`src/rtl/keccak_squeeze_gearbox.sv`:
```
// Squeeze-side width converter: splits wide digest beats into OUT_DWIDTH words, LSB word first.
// Define KECCAK_GEARBOX_SKID_EN to add a one-beat skid register for gapless output across beats.
module keccak_squeeze_gearbox #(
    parameter int IN_DWIDTH  = 256,
    parameter int OUT_DWIDTH = 64
) (
    input  logic                    clk,
    input  logic                    rst,
    input  logic                    flush_i,
    input  logic [IN_DWIDTH-1:0]    s_data_i,
    input  logic [IN_DWIDTH/8-1:0]  s_keep_i,
    input  logic                    s_last_i,
    input  logic                    s_valid_i,
    output logic                    s_ready_o,
    output logic [OUT_DWIDTH-1:0]   m_data_o,
    output logic [OUT_DWIDTH/8-1:0] m_keep_o,
    output logic                    m_last_o,
    output logic                    m_valid_o,
    input  logic                    m_ready_i,
    output logic                    busy_o
);
    localparam int IN_KEEP  = IN_DWIDTH / 8;
    localparam int OUT_KEEP = OUT_DWIDTH / 8;
    localparam int RATIO    = IN_DWIDTH / OUT_DWIDTH;
    localparam int IDX_W    = (RATIO > 1) ? $clog2(RATIO) : 1;
    localparam int NW_W     = $clog2(RATIO + 1);

    typedef enum logic {EMPTY, DRAIN} state_t;

    state_t               state;
    logic [IN_DWIDTH-1:0] buf_data;
    logic [IN_KEEP-1:0]   buf_keep;
    logic                 buf_last;
    logic [IDX_W-1:0]     idx;
    logic [NW_W-1:0]      n_words;

    logic                 in_hs, in_load, out_hs, last_word, freeing;
    logic [IN_DWIDTH-1:0] ld_data;
    logic [IN_KEEP-1:0]   ld_keep;
    logic                 ld_last, ld_valid;

    // A keep-less beat still yields one word so that a bare last can be forwarded.
    function automatic logic [NW_W-1:0] calc_words(input logic [IN_KEEP-1:0] keep);
        logic [NW_W-1:0] n;
        n = NW_W'(1);
        for (int w = 0; w < RATIO; w++)
            if (|keep[w*OUT_KEEP +: OUT_KEEP]) n = NW_W'(w + 1);
        return n;
    endfunction

    assign in_hs     = s_valid_i && s_ready_o;
    assign in_load   = in_hs && (s_last_i || (|s_keep_i));
    assign out_hs    = m_valid_o && m_ready_i;
    assign last_word = (NW_W'(idx) == n_words - NW_W'(1));
    assign freeing   = (state == EMPTY) || (out_hs && last_word);

    assign m_valid_o = (state == DRAIN) && !flush_i;
    assign m_data_o  = buf_data[OUT_DWIDTH*int'(idx) +: OUT_DWIDTH];
    assign m_keep_o  = buf_keep[OUT_KEEP*int'(idx) +: OUT_KEEP];
    assign m_last_o  = buf_last && last_word;

`ifdef KECCAK_GEARBOX_SKID_EN
    logic                 skid_valid;
    logic [IN_DWIDTH-1:0] skid_data;
    logic [IN_KEEP-1:0]   skid_keep;
    logic                 skid_last;

    // The skid can only be full while the main buffer is draining, so it always wins the reload.
    assign s_ready_o = !skid_valid && !flush_i;
    assign busy_o    = (state == DRAIN) || skid_valid;
    assign ld_data   = skid_valid ? skid_data : s_data_i;
    assign ld_keep   = skid_valid ? skid_keep : s_keep_i;
    assign ld_last   = skid_valid ? skid_last : s_last_i;
    assign ld_valid  = skid_valid || in_load;

    always_ff @(posedge clk or posedge rst) begin
        if (rst) begin
            skid_valid <= 1'b0;
            skid_data  <= '0;
            skid_keep  <= '0;
            skid_last  <= 1'b0;
        end else if (flush_i) begin
            skid_valid <= 1'b0;
            skid_data  <= '0;
            skid_keep  <= '0;
            skid_last  <= 1'b0;
        end else if (skid_valid && freeing) begin
            skid_valid <= 1'b0;
        end else if (in_load && !freeing) begin
            skid_valid <= 1'b1;
            skid_data  <= s_data_i;
            skid_keep  <= s_keep_i;
            skid_last  <= s_last_i;
        end
    end
`else
    assign s_ready_o = (state == EMPTY) && !flush_i;
    assign busy_o    = (state == DRAIN);
    assign ld_data   = s_data_i;
    assign ld_keep   = s_keep_i;
    assign ld_last   = s_last_i;
    assign ld_valid  = in_load;
`endif

    always_ff @(posedge clk or posedge rst) begin
        if (rst) begin
            state    <= EMPTY;
            buf_data <= '0;
            buf_keep <= '0;
            buf_last <= 1'b0;
            idx      <= '0;
            n_words  <= NW_W'(1);
        end else if (flush_i) begin
            state    <= EMPTY;
            buf_data <= '0;
            buf_keep <= '0;
            buf_last <= 1'b0;
            idx      <= '0;
            n_words  <= NW_W'(1);
        end else begin
            if (state == DRAIN && out_hs && !last_word)
                idx <= idx + 1'b1;
            if (freeing) begin
                if (ld_valid) begin
                    state    <= DRAIN;
                    buf_data <= ld_data;
                    buf_keep <= ld_keep;
                    buf_last <= ld_last;
                    idx      <= '0;
                    n_words  <= calc_words(ld_keep);
                end else begin
                    state    <= EMPTY;
                end
            end
        end
    end
endmodule
```
`config.mk`:
```
export PLATFORM = sky130hd
export DESIGN_NAME = keccak_squeeze_gearbox
export DESIGN_NICKNAME = d
export VERILOG_FILES = /design/src/rtl/keccak_squeeze_gearbox.sv
export SDC_FILE = /design/constraint.sdc
export NUM_CORES = 1
export LEC_CHECK = 0
export ABC_AREA = 1
export BUFFER_PORTS_ARGS = -buffer_cell sky130_fd_sc_hd__buf_2
export CAP_MARGIN = 25
export CORE_MARGIN = 2
export CORE_UTILIZATION = 54
export DETAILED_ROUTE_END_ITERATION = 16
export GPL_TIMING_DRIVEN = 0
export PLACE_DENSITY = 0.81
export SKIP_CTS_REPAIR_TIMING = 1
export SYNTH_ARGS = -nofsm -noshare
export SYNTH_HDL_FRONTEND = slang
export SYNTH_SLANG_ARGS = --single-unit
```
`constraint.sdc`:
```
create_clock -name clk -period 10.9 [get_ports clk]
set_input_delay 0.545 -clock clk [delete_from_list [all_inputs] [get_ports clk]]
set_output_delay 0.545 -clock clk [all_outputs]
set_load 0.02 [all_outputs]
```
* Word level (Yosys, flattened, before mapping) *
Cells that the tools add are included.

word-level totals
  register bits after elaboration = 295
  input port bits = 294
  output and inout port bits = 76
  word-level logic and storage cells = 54

operators by class
  $add $sub $neg = 2
  equal/unequal tests = 1
  shift-type cells = 2
  multiplexer cells = 22
  bitwise operators = 1
  reduce and logical (&&, ||, !) cells = 20

operators with widths
  cell                                               number
  two-way mux 256 bit                                3
  indexed part select 256 x 9 -> 64 bit              1
  two-way mux 32 bit                                 3
  OR reduction 32 bit                                1
  indexed part select 32 x 6 -> 8 bit                1
  OR reduction 8 bit                                 3
  two-way mux 3 bit                                  5
  two-way mux 2 bit                                  5
  logical AND 1 bit                                  9
  two-way mux 1 bit                                  6
  nonzero test 2 bit                                 2
  == test 2 x 3 -> 1 bit                             1
  subtractor 3 x 1 -> 3 bit (second input constant)  1
  adder 2 x 1 -> 2 bit (second input constant)       1
  logical NOT 1 bit                                  2
  logical OR 1 bit                                   2
  AND reduction 2 bit                                1
  inverter 1 bit                                     1

* Longest topological paths before layout *
  depth in word-level cells = 9
  mapped depth = 10
  depth with buffers taken out = 8

* Worst setup path before layout *
Ideal clock, no wire load.

  path type = flip-flop to output port
  from = register idx[0]
  to = output port m_data_o[15]
  arrival = 1,492 ps
  data required time = 10,355 ps
  slack = 8,863 ps
  cell stages (with the launch flop) = 6
  buffers on the path = 2
  cell sequence = dfrtp_1 inv_2 clkbuf_1 clkbuf_1 nor2_1 o22ai_1

between the ends
  word-level cells in the longest chain between the ends = 1

ends and longest elaborated chain
  item                                   RTL line  RTL
  start: declaration                     34        logic [IDX_W-1:0] idx;
  start signal: assignment               122       idx <= idx + 1'b1;
  indexed part select 256 x 9 -> 64 bit  58        assign m_data_o = buf_data[OUT_DWIDTH*int'(idx) +: OUT_DWIDTH];
  end: declaration                       15        output logic [OUT_DWIDTH-1:0] m_data_o,

No other way between the ends.

* Worst setup path in the final report *
  from = register idx[0]
  to = output port m_data_o[63]

Same word-level chain as after synthesis.

==> reports/qor.txt <==
CTS Sinks -> 295
fin crit period -> 3690 ps
CTS buffer count -> 31
Setup Viol. Count Final -> 0
post-synthesis sequential area ratio -> 51.7%
#FFs+latches synth -> 295
Synth Cell Area -> 14300 µm²
worst vdd ir -> 141 µV
P_leak -> 9.62 nW
drt first pass iters -> 10
Synth Flop Type -> dfrtp_1
Placeable Area -> 26000 µm²
gpl congestion -> 0.938
syn nets -> 2079
grt total ovfl -> 0
Hold Path Class -> primary input to asynchronous set/reset pin
Syn Inst Count -> 1784
Slew Limit Fails -> 0
Synth area leaders -> dfrtp_1, nand3_1, nand2_1
crit path kind -> register to primary output
crit path max fanout -> 10
Cell Area, Placed -> 16600 µm²
total power -> 0.00270 W
die width -> 167 µm
number of global-route vias before repair -> 14981
Setup WS post-layout -> 7210 ps
post-route ant nets -> 0
Cell Rows -> 59
final wirelength -> 56.1 mm
count leader, synth -> nand3_1
highest clock rate -> 271 MHz
GRT Util Overall -> 39.3%
pwr/cell area -> 154 nW/µm²
share of cells above drive strength 1 -> 22.3%
vias per cell -> 6.16
maxcap violations -> 0
top-area cell type share of the netlist area -> 51.6%
Mean Syn Cell Area -> 8.00 µm²
area leader, netlist -> dfrtp_1
Clock Skew -> 9.90 ps
Period Utilization, post-route -> 33.8%
Post-Place Setup Slack -> 7970 ps
clk_lat worst skew -> 580 ps
via count -> 15688
routed len/inst -> 22.0 µm
initial antenna violation count -> 6
Clock Path Buffers -> 3
Area Overhead vs Synth -> 23.1%
IO Count -> 370
Initial Util -> 54.9%
crit end category -> primary output
CP Launch Type -> register
initial drt markers -> 1974
clock-pin slew of the registers on the worst-case setup and hold paths -> 60 ps
WP data arrival -> 3140 ps
NumNets Final -> 2483
largest net degree at the start of global routing -> 113
measured slew at the worst slew-check pin -> 1130 ps
fraction of registers with async set or reset after synthesis -> 100%
status -> finished, final reports clean
Die H -> 167 µm
root cell of the clock tree -> clkbuf_16
Worst EP required -> 10360 ps
Distinct cells, synth -> 22
Hold Fails Final Rpt -> 0
die area -> 27700 µm²
RSZ-0062 raised after global routing -> no
Post-route DRC -> 0
H-tree depth -> 1
EDFF count, synth -> 0
# fillers -> 2255
HPWL after DPL -> 41.0 mm
first-pass GRT wire length -> 84.0 mm
Post-synth top cells -> nand3_1, nand2_1, dfrtp_1, nor2_1, o21ai_0
worst rel slew slack -> 24.8%
CTS tree -> done
quantity of I/O buffers inserted on ports -> 369
fin area -> 17600 µm²
Synth warnings -> 0
flip-flops by register name, summed over array words and instances, names as in the netlist:
name / cells
idx: 2
busy_o: 1
buf_data: 256
buf_last: 1
buf_keep: 32
n_words: 3
final timing paths:
kind | to | startpoint | cells past startpoint | slack [ps]
setup / recovery | m_data_o[63] | idx[0] | 6 | 7210
hold / removal | buf_keep[11] | rst | 2 | 90
setup reg to reg | buf_keep[16] | busy_o | 7 | 8400
hold reg to reg | buf_data[89] | buf_data[89] | 2 | 490
max in group asynchronous | buf_data[135] | rst | 3 | 9810
min in group clk | buf_data[155] | s_data_i[155] | 3 | 190
worst max-delay path, cell delays in order, from the launching register on:
cell	delay [ps]
dfrtp_1	430
inv_2	190
clkbuf_1	500
clkbuf_1	810
nor2_1	90
o22ai_1	320
buf_2	230
per-layer routing:
metal | global-route usage, % | wire [µm]
met5 | 0 | 46
met1 | 51.9 | 20700
met2 | 63.0 | 25800
met4 | 18.5 | 2850
met3 | 7.89 | 6730
cells by family after synthesis:
| group | count (synthesis) | synth area share (%) |
|---|---|---|
| buffers and inverters | 191 | 6.11 |
| AND/OR/NAND/NOR | 1075 | 33.5 |
| AO/OA/AOI/OAI | 219 | 8.41 |
| XOR/XNOR | 3 | 0.184 |
| flip-flops | 295 | 51.7 |
| adder cells (fa/ha/maj) | 1 | 0.0877 |
metrics by stage:
| stage | instances | utilization [%] | hold slack (ps) | setup TNS (ps) |
|---|---|---|---|---|
| after floorplan | 1784 | - | 463 | 0 |
| after global placement | 2488 | 63.6 | 476 | -249220 |
| after detailed placement | 2490 | 63.9 | 482 | 0 |
| after CTS | 2542 | 67.6 | 141 | 0 |
| after global routing | 2542 | 67.6 | 150 | 0 |
| final | 2547 | 67.6 | 89.3 | 0 |
layout make-up:
class | instances | area [µm²] | area share [%]
Inverter | 17 | 71.3 | 0.406
Clock inverter | 7 | 66.3 | 0.377
Tap cell | 335 | 419 | 2.39
Buffer | 174 | 808 | 4.60
Clock buffer | 45 | 888 | 5.06
Sequential cell | 295 | 7380 | 42.0
Timing Repair Buffer | 371 | 1900 | 10.8
Antenna cell | 5 | 12.5 | 0.0712
Multi-Input combinational cell | 1298 | 6020 | 34.2
power breakdown:
group / internal (W) / leakage (nW) / switching, W
sequential: 0.00118 / 3.94 / 0.0000522
combinational: 0.000150 / 5.21 / 0.000291
clock: 0.000582 / 0.469 / 0.000444
total: 0.00191 / 9.62 / 0.000787
layout by cell type, fill, tap and decap left out:
cell        synthesis  layout
o21bai_4            1       1
dfrtp_1           294     294
ha_1                1       1
clkinv_1            2       2
xor2_1              2       2
clkbuf_8            0       6
diode_2             0       5
nand3_1           586     586
clkinvlp_4          0       1
buf_4              20      20
bufinv_16           0       1
xnor2_1             1       1
nand4_1             3       3
buf_16              0       2
clkinv_2            0       4
buf_1               3       3
o22ai_1            72      72
buf_6               2       2
dfstp_2             1       1
inv_2               1       1
inv_8               0       1
inv_6               0       1
buf_2              52     421
inv_1              14      13
o21ai_0           145     145
a21oi_1             1       1
nor3_1              1       1
nor2_1            171     171
clkbuf_1           97     105
clkbuf_16           0      31
nand2_1           314     314
No activity file was read; power rests on OpenSTA's default activity.
